**src/rtl/alu_iterative_if.sv**
```systemverilog
// Handshake and operand/result bundle for the iterative execute unit.
// The producer side (operand muxes / controller) uses master; the ALU uses slave.
interface alu_iterative_if #(
  parameter int DATA_WIDTH = 32
);
  logic                  in_valid;
  logic                  in_ready;
  logic [3:0]            Operation;
  logic [DATA_WIDTH-1:0] SrcA;
  logic [DATA_WIDTH-1:0] SrcB;
  logic                  out_valid;
  logic                  out_ready;
  logic [DATA_WIDTH-1:0] ALUResult;
  logic                  illegal;
  logic                  busy;

  modport master (
    output in_valid, Operation, SrcA, SrcB, out_ready,
    input  in_ready, out_valid, ALUResult, illegal, busy
  );

  modport slave (
    input  in_valid, Operation, SrcA, SrcB, out_ready,
    output in_ready, out_valid, ALUResult, illegal, busy
  );
endinterface

```
**src/rtl/alu_iterative.sv**
```systemverilog
// Execute-stage ALU: single-cycle logic/arith/compare/branch ops, plus a
// 1-bit-per-cycle shifter so no barrel shifter sits on the datapath.
module alu_iterative #(
  parameter int DATA_WIDTH = 32  // only 32 is supported
) (
  input  logic         clk,
  input  logic         reset,
  alu_iterative_if.slave bus
);

  localparam logic [3:0] OP_AND  = 4'b0000;
  localparam logic [3:0] OP_OR   = 4'b0001;
  localparam logic [3:0] OP_ADD  = 4'b0010;
  localparam logic [3:0] OP_XOR  = 4'b0011;
  localparam logic [3:0] OP_SLL  = 4'b0100;
  localparam logic [3:0] OP_SRL  = 4'b0101;
  localparam logic [3:0] OP_SUB  = 4'b0110;
  localparam logic [3:0] OP_SRA  = 4'b0111;
  localparam logic [3:0] OP_BEQ  = 4'b1000;
  localparam logic [3:0] OP_BNE  = 4'b1001;
  localparam logic [3:0] OP_BGE  = 4'b1010;
  localparam logic [3:0] OP_BLT  = 4'b1011;
  localparam logic [3:0] OP_SLT  = 4'b1100;
  localparam logic [3:0] OP_ADDI = 4'b1101;

  typedef enum logic [1:0] {IDLE = 2'd0, SHIFT = 2'd1, DONE = 2'd2} state_t;
  typedef enum logic [1:0] {SK_SLL = 2'd0, SK_SRL = 2'd1, SK_SRA = 2'd2} shift_kind_t;

  state_t                state, state_nxt;
  shift_kind_t           kind, kind_in;
  logic [DATA_WIDTH-1:0] acc, acc_sh, result, comb_res;
  logic [4:0]            cnt, shamt;
  logic                  illegal_q, is_shift, is_illegal, accept, cond;

  assign shamt      = bus.SrcB[4:0];
  assign is_shift   = (bus.Operation == OP_SLL) || (bus.Operation == OP_SRL) ||
                      (bus.Operation == OP_SRA);
  assign is_illegal = (bus.Operation[3:1] == 3'b111);
  assign accept     = bus.in_valid && (state == IDLE);

  always_comb begin
    kind_in = SK_SLL;
    case (bus.Operation)
      OP_SRL:  kind_in = SK_SRL;
      OP_SRA:  kind_in = SK_SRA;
      default: kind_in = SK_SLL;
    endcase
  end

  // Single-cycle result; branch and SLT ops produce a zero-extended flag.
  always_comb begin
    cond     = 1'b0;
    comb_res = '0;
    case (bus.Operation)
      OP_AND:          comb_res = bus.SrcA & bus.SrcB;
      OP_OR:           comb_res = bus.SrcA | bus.SrcB;
      OP_XOR:          comb_res = bus.SrcA ^ bus.SrcB;
      OP_ADD, OP_ADDI: comb_res = bus.SrcA + bus.SrcB;
      OP_SUB:          comb_res = bus.SrcA - bus.SrcB;
      OP_BEQ: begin
        cond     = (bus.SrcA == bus.SrcB);
        comb_res = {{(DATA_WIDTH-1){1'b0}}, cond};
      end
      OP_BNE: begin
        cond     = (bus.SrcA != bus.SrcB);
        comb_res = {{(DATA_WIDTH-1){1'b0}}, cond};
      end
      OP_BGE: begin
        cond     = ($signed(bus.SrcA) >= $signed(bus.SrcB));
        comb_res = {{(DATA_WIDTH-1){1'b0}}, cond};
      end
      OP_BLT, OP_SLT: begin
        cond     = ($signed(bus.SrcA) < $signed(bus.SrcB));
        comb_res = {{(DATA_WIDTH-1){1'b0}}, cond};
      end
      default:         comb_res = '0;
    endcase
  end

  always_comb begin
    acc_sh = acc;
    case (kind)
      SK_SLL:  acc_sh = {acc[DATA_WIDTH-2:0], 1'b0};
      SK_SRL:  acc_sh = {1'b0, acc[DATA_WIDTH-1:1]};
      SK_SRA:  acc_sh = {acc[DATA_WIDTH-1], acc[DATA_WIDTH-1:1]};
      default: acc_sh = acc;
    endcase
  end

  always_ff @(posedge clk) begin
    if (!reset) state <= IDLE;
    else        state <= state_nxt;
  end

  always_comb begin
    state_nxt     = state;
    bus.in_ready  = 1'b0;
    bus.out_valid = 1'b0;
    bus.busy      = 1'b0;
    case (state)
      IDLE: begin
        bus.in_ready = 1'b1;
        if (accept) state_nxt = (is_shift && shamt != 5'd0) ? SHIFT : DONE;
      end
      SHIFT: begin
        bus.busy = 1'b1;
        if (cnt == 5'd1) state_nxt = DONE;
      end
      DONE: begin
        bus.busy      = 1'b1;
        bus.out_valid = 1'b1;
        if (bus.out_ready) state_nxt = IDLE;
      end
      default: state_nxt = IDLE;
    endcase
  end

  // Result/illegal only change on accept or shift completion, so they hold in DONE.
  always_ff @(posedge clk) begin
    if (!reset) begin
      acc       <= '0;
      cnt       <= '0;
      kind      <= SK_SLL;
      result    <= '0;
      illegal_q <= 1'b0;
    end else begin
      case (state)
        IDLE: if (accept) begin
          if (is_shift && shamt != 5'd0) begin
            acc       <= bus.SrcA;
            cnt       <= shamt;
            kind      <= kind_in;
            illegal_q <= 1'b0;
          end else begin
            result    <= is_shift ? bus.SrcA : comb_res;
            illegal_q <= is_illegal;
          end
        end
        SHIFT: begin
          acc <= acc_sh;
          cnt <= cnt - 5'd1;
          if (cnt == 5'd1) result <= acc_sh;
        end
        default: ;
      endcase
    end
  end

  assign bus.ALUResult = result;
  assign bus.illegal   = illegal_q;

endmodule

```
**src/flat_wrapper.sv**
```systemverilog
// flat-port wrapper written by rule: the top's interface ports become plain ports
module alu_iterative_flat 
#(
  parameter int DATA_WIDTH = 32                         
)
  (clk, reset, bus_in_valid, bus_Operation, bus_SrcA, bus_SrcB, bus_out_ready, bus_in_ready, bus_out_valid, bus_ALUResult, bus_illegal, bus_busy);
  alu_iterative_if #(.DATA_WIDTH(DATA_WIDTH)) bus_i ();
  input  logic clk;
  input  logic reset;
  input wire logic [$bits(bus_i.in_valid)-1:0] bus_in_valid;
  input wire logic [$bits(bus_i.Operation)-1:0] bus_Operation;
  input wire logic [$bits(bus_i.SrcA)-1:0] bus_SrcA;
  input wire logic [$bits(bus_i.SrcB)-1:0] bus_SrcB;
  input wire logic [$bits(bus_i.out_ready)-1:0] bus_out_ready;
  output wire logic [$bits(bus_i.in_ready)-1:0] bus_in_ready;
  output wire logic [$bits(bus_i.out_valid)-1:0] bus_out_valid;
  output wire logic [$bits(bus_i.ALUResult)-1:0] bus_ALUResult;
  output wire logic [$bits(bus_i.illegal)-1:0] bus_illegal;
  output wire logic [$bits(bus_i.busy)-1:0] bus_busy;
  assign bus_i.in_valid = bus_in_valid;
  assign bus_i.Operation = bus_Operation;
  assign bus_i.SrcA = bus_SrcA;
  assign bus_i.SrcB = bus_SrcB;
  assign bus_i.out_ready = bus_out_ready;
  assign bus_in_ready = bus_i.in_ready;
  assign bus_out_valid = bus_i.out_valid;
  assign bus_ALUResult = bus_i.ALUResult;
  assign bus_illegal = bus_i.illegal;
  assign bus_busy = bus_i.busy;
  alu_iterative #(.DATA_WIDTH(DATA_WIDTH)) u_core (.clk(clk), .reset(reset), .bus(bus_i));
endmodule
```
**config.mk**
```make
export PLATFORM = sky130hd
export DESIGN_NAME = alu_iterative_flat
export DESIGN_NICKNAME = d
export VERILOG_FILES = /design/src/rtl/alu_iterative_if.sv /design/src/rtl/alu_iterative.sv /design/src/flat_wrapper.sv
export SDC_FILE = /design/constraint.sdc
export NUM_CORES = 1
export LEC_CHECK = 0
export CORE_ASPECT_RATIO = 1.25
export CORE_MARGIN = 1.5
export CORE_UTILIZATION = 56
export CTS_BUF_LIST = sky130_fd_sc_hd__clkbuf_8
export DETAILED_ROUTE_END_ITERATION = 16
export PLACE_DENSITY = 0.79
export SLEW_MARGIN = 15
export SYNTH_ARGS = -nofsm -noshare
export SYNTH_HDL_FRONTEND = slang
export SYNTH_SLANG_ARGS = --single-unit
```
**constraint.sdc**
```tcl
create_clock -name clk -period 6.8 [get_ports clk]
set_input_delay 0.68 -clock clk [delete_from_list [all_inputs] [get_ports clk]]
set_output_delay 0.68 -clock clk [all_outputs]
set_load 0.02 [all_outputs]
```
Word level (Yosys, flattened, before mapping)
Cells that the tools add are included.

Logic and storage cells: 80. Input port bits: 72. Output and inout port bits: 36. Flip-flop bits (word level): 74.

Muxes and demuxes: 23. Bitwise operators: 3. Equality and inequality tests: 26. $lt $le $gt $ge: 2. Add/sub/neg operators: 3. Reductions and logical operators: 17.

Operators with widths (number): 32-bit one-hot mux with 9 select lines (1); 32-bit 2-to-1 mux (6); 32-bit one-hot mux with 2 select lines (2); 32-bit one-hot mux with 3 select lines (1); 32-bit adder (1); 32-bit bitwise AND (1); 32-bit equality test (1); 32-bit greater-or-equal comparator (1); 32-bit < comparator (1); 32-bit inequality test (1); 32-bit bitwise OR (1); 32-bit subtractor (1); 32-bit XOR (1); 4-bit equality test (second input constant) (6); 4-bit by 3-bit equality test with 1-bit output (second input constant) (4); 5-bit 2-to-1 mux (2); 5-bit one-hot mux with 2 select lines (1); 3-bit AND reduction (3); 4-bit by 2-bit equality test with 1-bit output (second input constant) (2); 2-bit 2-to-1 mux (4); 2-bit inequality test (second input constant) (3); 2-bit one-hot mux with 3 select lines (1); 2-bit OR reduction (3); 5-bit by 1-bit equality test with 1-bit output (second input constant) (1); 16 further kinds (25).

Longest topological paths before layout
Depth after elaboration: 7. Gate-level depth with buffers: 13. Depth with buffers taken out: 13.

Worst setup path after synthesis
Ideal clock, no wire load.

Path type: input-to-reg. From: in bus_SrcB[1]. To: reg u_core.result[31], in the netlist u_core.bus.ALUResult[31]. Arrival: 3.099 ns. Required time: 6.728 ns. Path buffers: 0. Stages: 11. Setup time: 0.072 ns. Slack: 3.629 ns. Path through: inv_1 ha_1 o21ba_1 a2111o_1 a31oi_4 a211oi_4 a2111oi_4 o22a_2 a31oi_2 nor4_2 a2bb2oi_1.

Cells in the longest elaborated chain, start to end: 6. Elaborated cells on any way between the ends: 11. Classes of those cells: 2 x add/sub; 1 x eq/ne; 5 x mux; 3 x reduce/logical.

RTL lines: start: declaration (RTL line flat_wrapper.sv:13) `input wire logic [$bits(bus_i.SrcB)-1:0] bus_SrcB;`; 32-bit subtractor or 32-bit adder (tied branches) (RTL line alu_iterative.sv:59, alu_iterative.sv:58); 32-bit one-hot mux with 9 select lines (RTL line alu_iterative.sv:54) `case (bus.Operation)`; 32-bit 2-to-1 mux (RTL line alu_iterative.sv:135) `result <= is_shift ? bus.SrcA : comb_res;`; 32-bit 2-to-1 mux (RTL line alu_iterative.sv:129) `if (is_shift && shamt != 5'd0) begin`; 32-bit 2-to-1 mux (RTL line alu_iterative.sv:128) `IDLE: if (accept) begin`; 32-bit one-hot mux with 2 select lines (RTL line alu_iterative.sv:127) `case (state)`; end signal: assignment (RTL line alu_iterative.sv:135); end signal: assignment (RTL line alu_iterative.sv:142) `if (cnt == 5'd1) result <= acc_sh;`; end: declaration (RTL line alu_iterative.sv:31) `logic [DATA_WIDTH-1:0] acc, acc_sh, result, comb_res;`.

Several ways; a longest one is shown, not always the timed one. The select of a mux whose other input is x is not followed. A chain may end at the register's enable or synchronous reset.

Worst setup path in the final report
From: in bus_SrcB[0]. To: reg u_core.result[22], in the netlist u_core.bus.ALUResult[22].

The elaborated chain is that of the path after synthesis.

==> results.md <==
* Status: completed
* WHS Path Cells at 2
* Clk buf depth at 2
* Most common cell after layout, fill and taps aside: nor2_1
* Crit path DAT at 4.14 ns
* NetSw at 0.710 mW
* Via Count at 11000
* Max-cap check violation count at 0
* Combinational power share at 0.476
* Filler cells at 1496
* Clock Pin Slew Worst Setup and Hold Paths at 0.08 ns
* CTS tree: built
* PD cells at 153 mW/mm²
* Cell Int Power at 0.974 mW
* Initial antenna violation count at 0
* Tot GR Track Use at 0.346
* Fmax at 259 MHz
* TritonCTS Buffers at 9
* Grt total ovfl at 0
* Critical path type: input pin to register
* Worst slew margin at 0.304
* Largest net degree at the start of global routing at 77
* Crit path required time at 7.08 ns
* Clock skew at 0.0147 ns
* P_leak at 4.71 nW
* Clk pwr share at 0.219
* I/O Buffers at 107
* Final hold vios at 0
* Synthesized area at 0.00973 mm²
* Detailed Place HPWL at 23.8 mm
* Main synth FF type: dfxtp_1
* Clk_lat worst skew at 0.40 ns
* CP startpoint kind: input pin
* Highest-count cells in the layout ignoring fill and taps: nor2_1, nand2_1, o21ai_0
* Switching share of power at 0.422
* Synth Warn # at 0
* Crit-path max FO at 5
* Core Region at 0.0169 mm²
* Power, Total at 1.68 mW
* 1st-iter DRT viols at 1056
* Number of I/O pins at 108
* Share of cells above drive strength 1 at 0.0520
* Post-DR vias/cell at 6.69
* Antenna Cells at 0
* RSZ-0062 raised after global routing: false
* Power share of the sequential group at 0.306
* First-pass GRT wire length at 51.0 mm
* Area grow syn2layout at 13.1%
* Final Routed Wirelength at 32.2 mm
* Final Setup Violations at 0
* Sequential element share of the synthesized area at 0.152
* Chip Width at 121 µm
* Synth Net Count at 1561
* Clock sinks at 74
* Site Rows at 53
* Placed insts at 1627
* Number of synthesized flops with an enable pin at 0
* Final ANT Viol Nets at 0
* Routed wire per std cell at 19.6 µm
* H-Tree Depth at 3
* Min cycle time layout at 3.86 ns
* TritonRoute pass-1 iters at 6
* Root buffer cell: clkbuf_8
* Tightest Hold Check Type: register to register
* Non-filler instance count after layout at 1642
* DRC violations left at 0
* Number of post-CTS setup repair buffers at 0
* Mean post-synth cell area at 7.03 µm²
* Cell count after synthesis at 1385
* Initial Utilization at 0.576
* Resized cells post-CTS at 0
* Vias in the first global route at 10200
* Asr flop ratio synth at 0
* Distinct cells, synth at 93
* R2R depth at 11
* Fin crit share at 0.567
* Placer Congestion at 0.974
* Yosys reg bits at 74
* Worst setup EP type: register
* Die outline area at 0.0182 mm²
* Worst IR Drop VDD at 0.0955 mV
* Fin. max-slew vios at 0
* Die Ht at 150 µm
* Post-route setup TNS at 0 ns
* Worst-Margin Slew at 1.04 ns
* Hold_buf cts at 0
* Layout Nets at 1594
[worst max-delay path, stage by stage]
cell and delay, ns:
clkdlybuf4s50_1 0.49, ha_1 0.30, fa_1 0.46, a211oi_1 0.39
o211ai_1 0.21, nand2_1 0.16, o22ai_1 0.18, o41ai_1 0.69
o21ai_0 0.20, xnor2_1 0.16, a21oi_1 0.14, nor2_1 0.07
[layout make-up]
type / instances / area, µm² / share of cell area
flip-flops and latches: 74 / 1480 / 0.135
clock buffers: 10 / 138 / 0.0125
multi-input cells: 1101 / 7460 / 0.677
repair buffers: 124 / 1190 / 0.108
well taps: 220 / 275 / 0.0250
inverters: 108 / 405 / 0.0368
clock inverters: 5 / 55.1 / 0.00500
[per-stage QoR]
stage,hold slack [ns],cell area (µm²),worst slack (ns),util
finish,0.491,11000,2.94,0.651
global route,0.527,11000,2.73,0.651
CTS,0.489,11000,3.06,0.651
detailed placement,0.477,10800,2.68,0.640
global placement,0.472,10800,2.73,0.640
floorplan,0.454,9730,3.63,-
[metal layers]
layer | GRT usage | vias to the layer above | wire [µm]
met5 | 0 | - | 0
met4 | 0.167 | 0 | 1380
met3 | 0.0549 | 124 | 2310
met2 | 0.605 | 546 | 15500
met1 | 0.412 | 5168 | 13000
li1 | - | 5153 | -
[Yosys cell counts, drive strengths merged (16+ instances only)]
master | instances | share of area
nor2 | 128 | 0.049
a31oi | 16 | 0.012
o31ai | 19 | 0.015
clkbuf | 76 | 0.029
a221oi | 16 | 0.015
dfxtp | 74 | 0.15
o211ai | 57 | 0.045
a211oi | 16 | 0.014
nand3 | 46 | 0.025
o21ai | 113 | 0.058
a21oi | 99 | 0.051
o21bai | 16 | 0.012
nor3 | 40 | 0.021
ha | 102 | 0.13
buf | 26 | 0.013
a21o | 18 | 0.014
nand2 | 114 | 0.044
o211a | 37 | 0.038
inv | 107 | 0.041
nor2b | 41 | 0.026
nor3b | 21 | 0.016
[flip-flops by register name, summed over array words and instances, names as in the netlist]
name                  flops
u_core.acc               32
u_core.bus.illegal        1
u_core.kind               2
u_core.bus.ALUResult     32
u_core.state              2
u_core.cnt                5
[path summary, 6_finish.rpt]
check             startpoint                       end  slack [ns]
max              bus_SrcB[0]  u_core.bus.ALUResult[22]        2.94
min reg2reg    u_core.cnt[1]             u_core.cnt[1]        0.49
min            u_core.cnt[1]             u_core.cnt[1]        0.49
max reg2reg  u_core.state[1]  u_core.bus.ALUResult[18]        3.56
[power groups by stage]
stage	combinational (mW)	clock, mW	sequential (mW)
detailed placement	0.781	0	0.523
floorplan	0.485	0	0.552
CTS	0.785	0.371	0.514
global route	0.864	0.385	0.520
global placement	0.772	0	0.523
finish	0.801	0.368	0.515
[kinds of logic after synthesis]
logic type | synth area share
XOR/XNOR | 0.00900
adder cells (fa/ha/maj) | 0.135
AND/OR/NAND/NOR | 0.230
AO/OA/AOI/OAI | 0.385
buffers and inverters | 0.0836
multiplexers | 0.00527
flip-flops | 0.152
Power figures use the tool's default switching activity.
